### config.mk
export PLATFORM = sky130hd
export DESIGN_NAME = bit_serializer
export DESIGN_NICKNAME = d
export VERILOG_FILES = /design/src/rtl/bit_serializer.sv
export SDC_FILE = /design/constraint.sdc
export NUM_CORES = 1
export LEC_CHECK = 0
export ABC_CLOCK_PERIOD_IN_PS = 1850
export CAP_MARGIN = 25
export CORE_MARGIN = 5
export CORE_UTILIZATION = 48
export CTS_CLUSTER_SIZE = 28
export DETAILED_ROUTE_END_ITERATION = 6
export MAX_ROUTING_LAYER = met4
export PLACE_DENSITY = 0.76
export SETUP_SLACK_MARGIN = 0.1
export SYNTH_ARGS = -nofsm -noshare
export SYNTH_HDL_FRONTEND = slang
export SYNTH_SLANG_ARGS = --single-unit
### constraint.sdc
create_clock -name clk -period 1.85 [get_ports clk]
set_input_delay 0.555 -clock clk [delete_from_list [all_inputs] [get_ports clk]]
set_output_delay 0.555 -clock clk [all_outputs]
set_load 0.005 [all_outputs]
### src/rtl/bit_serializer.sv
// bit_serializer: parallel-to-serial converter feeding the three-ones run
// detector's serial input. Words are taken over a valid/ready handshake and
// shifted out one bit per clock, MSB- or LSB-first. Back-to-back words stream
// with no gap. Between words the line sits at IDLE_LEVEL.
//
// Optional build macro: SER_PARITY_EN appends an even-parity bit to each
// frame, so the frame becomes WIDTH+1 bits long.
//
// state | meaning
// ------+------------------------------------------------------------
// IDLE  | no frame in flight; ready for a word; line at IDLE_LEVEL
// SHIFT | presenting bit 'cnt' of the current frame on x_out
module bit_serializer #(
  parameter int   WIDTH      = 8,
  parameter bit   MSB_FIRST  = 1'b1,
  parameter logic IDLE_LEVEL = 1'b0
) (
  input  logic             clk,
  input  logic             reset,
  input  logic [WIDTH-1:0] din,
  input  logic             din_valid,
  output logic             din_ready,
  output logic             x_out,
  output logic             x_valid,
  output logic             busy,
  output logic             frame_done
);

  localparam int CW = $clog2(WIDTH + 1);
`ifdef SER_PARITY_EN
  localparam int FRAME_LEN = WIDTH + 1;
  localparam logic [CW-1:0] LAST_DATA = CW'(WIDTH - 1);
`else
  localparam int FRAME_LEN = WIDTH;
`endif
  localparam logic [CW-1:0] LAST_IDX = CW'(FRAME_LEN - 1);
  localparam logic [CW-1:0] CNT_ONE  = CW'(1);

  typedef enum logic {
    IDLE  = 1'b0,
    SHIFT = 1'b1
  } state_t;

  state_t           state, state_d;
  logic [WIDTH-1:0] shreg, shreg_d;
  logic [CW-1:0]    cnt, cnt_d, cnt_inc;
  logic             x_out_d, x_valid_d, busy_d, frame_done_d;
  logic             last_bit, accept;
  logic             load_first, next_bit;
  logic [WIDTH-1:0] load_rest, shreg_shift;
`ifdef SER_PARITY_EN
  logic             parity_q, parity_d;
`endif

  // Shift direction selects which end of the word leaves first; after a load
  // the register already holds the remaining bits aligned to that end.
  always_comb begin
    if (MSB_FIRST) begin
      load_first  = din[WIDTH-1];
      load_rest   = din << 1;
      next_bit    = shreg[WIDTH-1];
      shreg_shift = shreg << 1;
    end else begin
      load_first  = din[0];
      load_rest   = din >> 1;
      next_bit    = shreg[0];
      shreg_shift = shreg >> 1;
    end
  end

  // Ready depends only on state and count; reset low blocks any accept.
  always_comb begin
    last_bit  = (state == SHIFT) && (cnt == LAST_IDX);
    din_ready = reset && ((state == IDLE) || last_bit);
    accept    = din_valid && din_ready;
    cnt_inc   = cnt + CNT_ONE;
  end

  // Next-state and next-output logic; outputs default to the idle line.
  always_comb begin
    state_d      = state;
    shreg_d      = shreg;
    cnt_d        = cnt;
    x_out_d      = IDLE_LEVEL;
    x_valid_d    = 1'b0;
    busy_d       = 1'b0;
    frame_done_d = 1'b0;
`ifdef SER_PARITY_EN
    parity_d     = parity_q;
`endif
    if (accept) begin
      // Covers both a fresh start from IDLE and the zero-gap reload on the
      // final bit of the previous frame.
      state_d   = SHIFT;
      shreg_d   = load_rest;
      cnt_d     = '0;
      x_out_d   = load_first;
      x_valid_d = 1'b1;
      busy_d    = 1'b1;
`ifdef SER_PARITY_EN
      parity_d  = ^din;
`endif
    end else begin
      case (state)
        IDLE: begin
          state_d = IDLE;
        end
        SHIFT: begin
          if (last_bit) begin
            state_d = IDLE;
            cnt_d   = '0;
          end else begin
            cnt_d        = cnt_inc;
            x_valid_d    = 1'b1;
            busy_d       = 1'b1;
            frame_done_d = (cnt_inc == LAST_IDX);
`ifdef SER_PARITY_EN
            if (cnt == LAST_DATA) begin
              x_out_d = parity_q;
            end else begin
              x_out_d = next_bit;
              shreg_d = shreg_shift;
            end
`else
            x_out_d = next_bit;
            shreg_d = shreg_shift;
`endif
          end
        end
        default: begin
          state_d = IDLE;
          cnt_d   = '0;
        end
      endcase
    end
  end

  // State, datapath and registered outputs; reset aborts any frame in flight.
  always_ff @(posedge clk) begin
    if (!reset) begin
      state      <= IDLE;
      shreg      <= '0;
      cnt        <= '0;
      x_out      <= IDLE_LEVEL;
      x_valid    <= 1'b0;
      busy       <= 1'b0;
      frame_done <= 1'b0;
`ifdef SER_PARITY_EN
      parity_q   <= 1'b0;
`endif
    end else begin
      state      <= state_d;
      shreg      <= shreg_d;
      cnt        <= cnt_d;
      x_out      <= x_out_d;
      x_valid    <= x_valid_d;
      busy       <= busy_d;
      frame_done <= frame_done_d;
`ifdef SER_PARITY_EN
      parity_q   <= parity_d;
`endif
    end
  end

endmodule

==> results.md, run 1 <==
* Die height at 49.15 microns
* Post-Syn Nets at 86
* PwrDens at 659.5 nW/um^2
* Ys flop type: dfxtp_1
* Syn Area/Cell at 10.08 sq um
* Hold WC Path Type: reg2reg
* Worst-path cell chain: ha_4 > nand3b_4 > and2_4 > nor2_4 > buf_2
* Max Cap Viol at 0
* Slew Limit Fails at 0
* Die W at 49.15 microns
* Sink Count at 14
* Post-DR vias/cell at 5.940
* Grt ovf at 0
* Clock transition at path regs at 90 ps
* GRT Util Overall at 15.75%
* Worst path max stage delay at 360 ps
* # hold bufs at CTS at 0
* Root Buffer Master: clkbuf_4
* Core Area at 1471 sq um
* Clk_lat worst skew at 280 ps
* Rows at 14
* Fmax at 558.9 MHz
* CP bufs+invs at 1
* #FFs+latches synth at 14
* Starting Density at 50.00%
* RSZ-0062 raised after global routing: yes
* Register area share after synthesis at 38.10%
* Slew @ Worst Pin at 277.0 ps
* CP Launch Type: register
* Routed Antenna Nets at 0
* DRC errors left at 0
* Maximum vdd drop at 454.8 uV
* 1st-iter DRT viols at 19
* Final wirelength at 1837 microns
* Synth warn at 0
* Hold slack final at 497.6 ps
* Num CTS Buffers at 3
* Area grow syn2layout at 41.67%
* Synth cell types at 30
* Final #Nets at 114
* Mapped cell area at 735.7 sq um
* Slowest cell on crit path: dfxtp_2
* Min Clock Period, post-route at 1789 ps
* First-pass detailed-route iteration total at 4
* FFs w/ async S/R, synth at 0%
* Synth area leader: dfxtp_1
* Synth area leaders: dfxtp_1, o31ai_2, mux2i_1
* CP required at 1290 ps
* Cell Area, Placed at 962.2 sq um
* CP top delay family: flip-flops
* Setup violations, final at 0
* Largest net degree at the start of global routing at 15
* N_diodes at 0
* Htree depth at 1
* Number of port buffers at 15
* Critical Path End Type: output port
* Critical Path Fanout Max at 2
* Vias after detailed routing at 689
* Initial antenna violation count at 0
* Tot Pwr at 0.0006874 W
* Arrival time of the worst setup path at 1230 ps
* Setup WS post-layout at 60.92 ps
* # IOs at 16
* Post-layout util at 70.83%
* First-pass GRT wire length at 2939 microns
* Post-Synthesis Cells at 73
* Clock buffer depth at 2
* Vias in the first global route at 689
* DR WL/cell at 15.84 microns
* Slew margin rel. at 81.27%
* Commonest non-fill, non-tap cell in the layout: buf_4
* Yosys top cell area share at 38.10%
* EDFF count, synth at 0
* Final hold viol count at 0
* TritonCTS clock tree: done
* LEAKAGE at 0.4671 nW
* Critical path class: reg2out
* Clk_skew at 5.336 ps
* Final period utilization at 96.71%
* Placer congestion estimate at 0.7762
* DP HPWL at 1229 microns
* Post-route cell area at 1042 sq um
* Share of layout cells above drive strength 1 at 33.00%
* Commonest non-fill, non-tap cells in the layout: buf_4, dfxtp_1, clkdlybuf4s50_1
* Die ar. at 2416 sq um
* Status: complete, no violations
* Pre-CTS WS at -444.9 ps
==> repair_timing <==
| item | in CTS | in global routing |
|---|---|---|
| setup buffers | 3 | 0 |
| endpoints found under the setup margin | 3 | 1 |
| resized for setup | 16 | 0 |
| pin swaps | 3 | 0 |
==> where the power goes <==
| group | internal [W] | switching [W] |
|---|---|---|
| clock | 0.000120 | 0.000101 |
| sequential | 0.000319 | 0.0000110 |
| combinational | 0.0000736 | 0.0000629 |
| total | 0.000512 | 0.000175 |
==> cell type report <==
class / count / area [sq um]
fill: 119 / 429.2
sequential: 14 / 284.0
clock buffer: 4 / 36.28
timing repair buffer: 29 / 262.8
tap: 16 / 20.02
multi-input combinational: 50 / 427.9
inverter: 3 / 11.26
==> worst register-to-register path: stages (launching register included) <==
cell      delay [ps]
dfxtp_2          350
ha_4             170
buf_4            130
buf_4            140
or3_1            370
a221oi_2         240
==> cell usage after synthesis, types with 2 or more instances <==
| master | number |
|---|---|
| inv_1 | 3 |
| mux2i_1 | 7 |
| buf_2 | 4 |
| o21ai_0 | 2 |
| ha_1 | 2 |
| nand4_1 | 8 |
| nand2_1 | 4 |
| o31ai_2 | 6 |
| nand3_1 | 2 |
| dfxtp_1 | 14 |
| nor2_1 | 2 |
==> path summary, 6_finish.rpt <==
check / start / endpoint / slack [ps] / cells after the start
worst max register to register: cnt[1] / cnt[3] / 380 / 5
worst max-delay path: cnt[1] / din_ready / 60 / 5
worst min-delay path: shreg[1] / shreg[2] / 500 / 2
worst min register to register: shreg[1] / shreg[2] / 500 / 2
==> per-stage QoR <==
| stage | instances | setup TNS, ps |
|---|---|---|
| after floorplan | 73 | 0 |
| after global placement | 109 | -447.6 |
| after detailed placement | 109 | -466.8 |
| after CTS | 116 | 0 |
| after global routing | 116 | -6.078 |
| final | 116 | 0 |
==> flip-flops by register name, summed over array words and instances, names as in the netlist <==
register    count
busy            1
cnt             4
x_out           1
frame_done      1
shreg           7
==> cells by family after synthesis <==
| family | synth area share [%] |
|---|---|
| buf+inv | 6.803 |
| fa+ha+maj | 3.401 |
| compound gates | 20.92 |
| simple gates | 21.26 |
| mux | 9.524 |
| flops | 38.10 |
==> routing by layer <==
layer	track usage (%)	routed length [microns]	vias up
met5	-	0	-
met4	8.520	36	0
met3	3.058	81	6
met2	26.82	936	20
met1	16.85	782	334
li1	-	-	329
(Power assumes the default switching activity.)
==> run 2, diff against run 1 <==
Settings changed: CORE_UTILIZATION 48 to 34, PLACE_DENSITY 0.76 to default.
==> results.md, run 2 (synthesis gave the netlist of run 1 again) <==
* Root Buffer Master: clkbuf_4 (unchanged)
* First-pass detailed-route iteration total at 4 (unchanged)
* Commonest non-fill, non-tap cell in the layout: buf_4 (unchanged)
* Initial antenna violation count at 0 (unchanged)
* Largest net degree at the start of global routing at 12 (was 15)
* Min Clock Period, post-route at 1770 ps (was 1789 ps)
* CP top delay family: flip-flops (unchanged)
* Largest registers: shreg x7, cnt x4 (unchanged)
* Vias after detailed routing at 658 (was 689)
* DR WL/cell at 12.93 microns (was 15.84 microns)
* CP Launch Type: register (unchanged)
* Num CTS Buffers at 3 (unchanged)
* Grt ovf at 0 (unchanged)
* Worst Hold Path Cells at 2 (unchanged)
* Area grow syn2layout at 43.37% (was 41.67%)
* LEAKAGE at 0.4731 nW (was 0.4671 nW)
* Maximum vdd drop at 306.1 uV (was 454.8 uV)
* Final period utilization at 95.66% (was 96.71%)
* Slowest cell on crit path: dfxtp_2 (unchanged)
* FF-to-FF Start: cnt[0] (was cnt[1])
* TritonCTS clock tree: done (unchanged)
* Arrival time of the worst setup path at 1210 ps (was 1230 ps)
* Slew Limit Fails at 0 (unchanged)
* First-pass GRT wire length at 2891 microns (was 2939 microns)
* Critical Path Fanout Max at 2 (unchanged)
* Reg-to-reg setup timing slack at 440 ps (was 380 ps)
* Status: complete, no violations (unchanged)
* Sink Count at 14 (unchanged)
* Rows at 16 (was 14)
* 1st-iter DRT viols at 6 (was 19)
* Worst path max stage delay at 360 ps (about the same)
* Critical path class: reg2out (unchanged)
* Number of flip-flops in the largest register at 7 (unchanged)
* Fmax at 565.1 MHz (was 558.9 MHz)
* R2R cell count at 5 (unchanged)
* Die height at 56.52 microns (was 49.15 microns)
* Share of layout cells above drive strength 1 at 34.95% (was 33.00%)
* Setup violations, final at 0 (unchanged)
* CP bufs+invs at 1 (unchanged)
* Final #Nets at 118 (was 114)
* Htree depth at 1 (unchanged)
* Placer congestion estimate at 0.7605 (was 0.7762)
* Worst-path cell chain: ha_4 > nand3b_4 > and2_4 > nor2_2 > buf_2 (was ha_4 > nand3b_4 > and2_4 > nor2_4 > buf_2)
* Clk_skew at 2.362 ps (was 5.336 ps)
* Commonest non-fill, non-tap cells in the layout: buf_4, dfxtp_1, clkdlybuf4s50_1 (unchanged)
* # IOs at 16 (unchanged)
* Clk_lat worst skew at 270 ps (was 280 ps)
* Routed Antenna Nets at 0 (unchanged)
* RSZ-0062 raised after global routing: yes (unchanged)
* Number of port buffers at 15 (unchanged)
* WHS Endpoint: shreg[3] (was shreg[2])
* Clock buffer depth at 2 (unchanged)
* GRT Util Overall at 11.91% (was 15.75%)
* Clock transition at path regs at 90 ps (about the same)
* Hold WC Path Type: reg2reg (unchanged)
* Slew @ Worst Pin at 256.6 ps (was 277.0 ps)
* DRC errors left at 0 (unchanged)
* Final hold viol count at 0 (unchanged)
* Starting Density at 36.75% (was 50.00%)
* Hold path startpoint: shreg[2] (was shreg[1])
* Vias in the first global route at 619 (was 689)
* Critical Path End Type: output port (unchanged)
* Final wirelength at 1681 microns (was 1837 microns)
* Max Cap Viol at 0 (unchanged)
* Slew margin rel. at 82.65% (was 81.27%)
* DP HPWL at 1158 microns (was 1229 microns)
* Post-layout util at 52.69% (was 70.83%)
* N_diodes at 0 (unchanged)
* PwrDens at 602.1 nW/um^2 (was 659.5 nW/um^2)
* Hold slack final at 488.0 ps (was 497.6 ps)
* Die W at 56.52 microns (was 49.15 microns)
* Biggest register: shreg (unchanged)
* FILL cells at 195 (was 119)
* RR Endpoint: cnt[3] (unchanged)
* Die ar. at 3194 sq um (was 2416 sq um)
* # hold bufs at CTS at 0 (unchanged)
* Post-DR vias/cell at 5.062 (was 5.940)
* CP required at 1290 ps (about the same)
* Core Area at 2002 sq um (was 1471 sq um)
[run 2: final cells by class]
type	instances	area, sq um	area share [%]
Multi-Input combinational cell	50	422.9	40.09
Sequential cell	14	284.0	26.93
Timing Repair Buffer	33	280.3	26.57
Tap cell	27	33.78	3.203
Clock buffer	3	22.52	2.135
Inverter	3	11.26	1.068
[run 2: per-layer routing]
layer / up-vias / GRT usage [%] / part of all wire, %
met3: 2 / 1.376 / 3.2
met2: 9 / 17.16 / 47
met1: 310 / 15.38 / 48
met4: 0 / 8.136 / 2.0
li1: 337 / - / -
met5: - / - / 0
[run 2: through the flow]
step | cells | setup WS, ps | power [W] | instance area, sq um | TNS, ps
after detailed placement | 121 | -459.8 | 0.0004595 | 970.9 | -473.1
after global placement | 121 | -450.9 | 0.0004586 | 970.9 | -476.7
after CTS | 128 | 63.45 | 0.0006412 | 1040 | 0
final | 130 | 80.25 | 0.0006351 | 1055 | 0
after global routing | 130 | 14.76 | 0.0006757 | 1055 | 0
after floorplan | 73 | 111.0 | 0.0004024 | 735.7 | 0
[run 2: what timing repair did]
action,CTS,global route
endpoints found under the hold margin,0,0
setup buffers,4,2
pin swaps,3,3
gates cloned,0,0
gates resized for setup,15,0
endpoints found under the setup margin,3,1
[run 2: how the worst max path moves through the flow]
stage          slack [ps]  startpoint  cells past startpoint        end
2_1_floorplan         110      cnt[0]                      5  din_ready
3_3_place_gp         -450       reset                      4  din_ready
3_5_place_dp         -460       reset                      4  din_ready
4_1_cts                60      cnt[1]                      5  din_ready
5_1_grt                10      cnt[0]                      5  din_ready
6_report               80      cnt[0]                      5  din_ready
[run 2: tightest hold or removal path, delay by kind of cell, from the launching register on]
kind               cells  cell delay [ps]
DFF                    1              320
and+or+nand+nor        1               70
AOI/OAI and AO/OA      1               60
[run 2: report_power, final]
group          internal [W]  switching (W)  leakage, nW
logic             0.0000750      0.0000595        0.343
clock network     0.0000753      0.0000963       0.0138
registers          0.000319      0.0000102        0.116
total              0.000469       0.000166        0.473
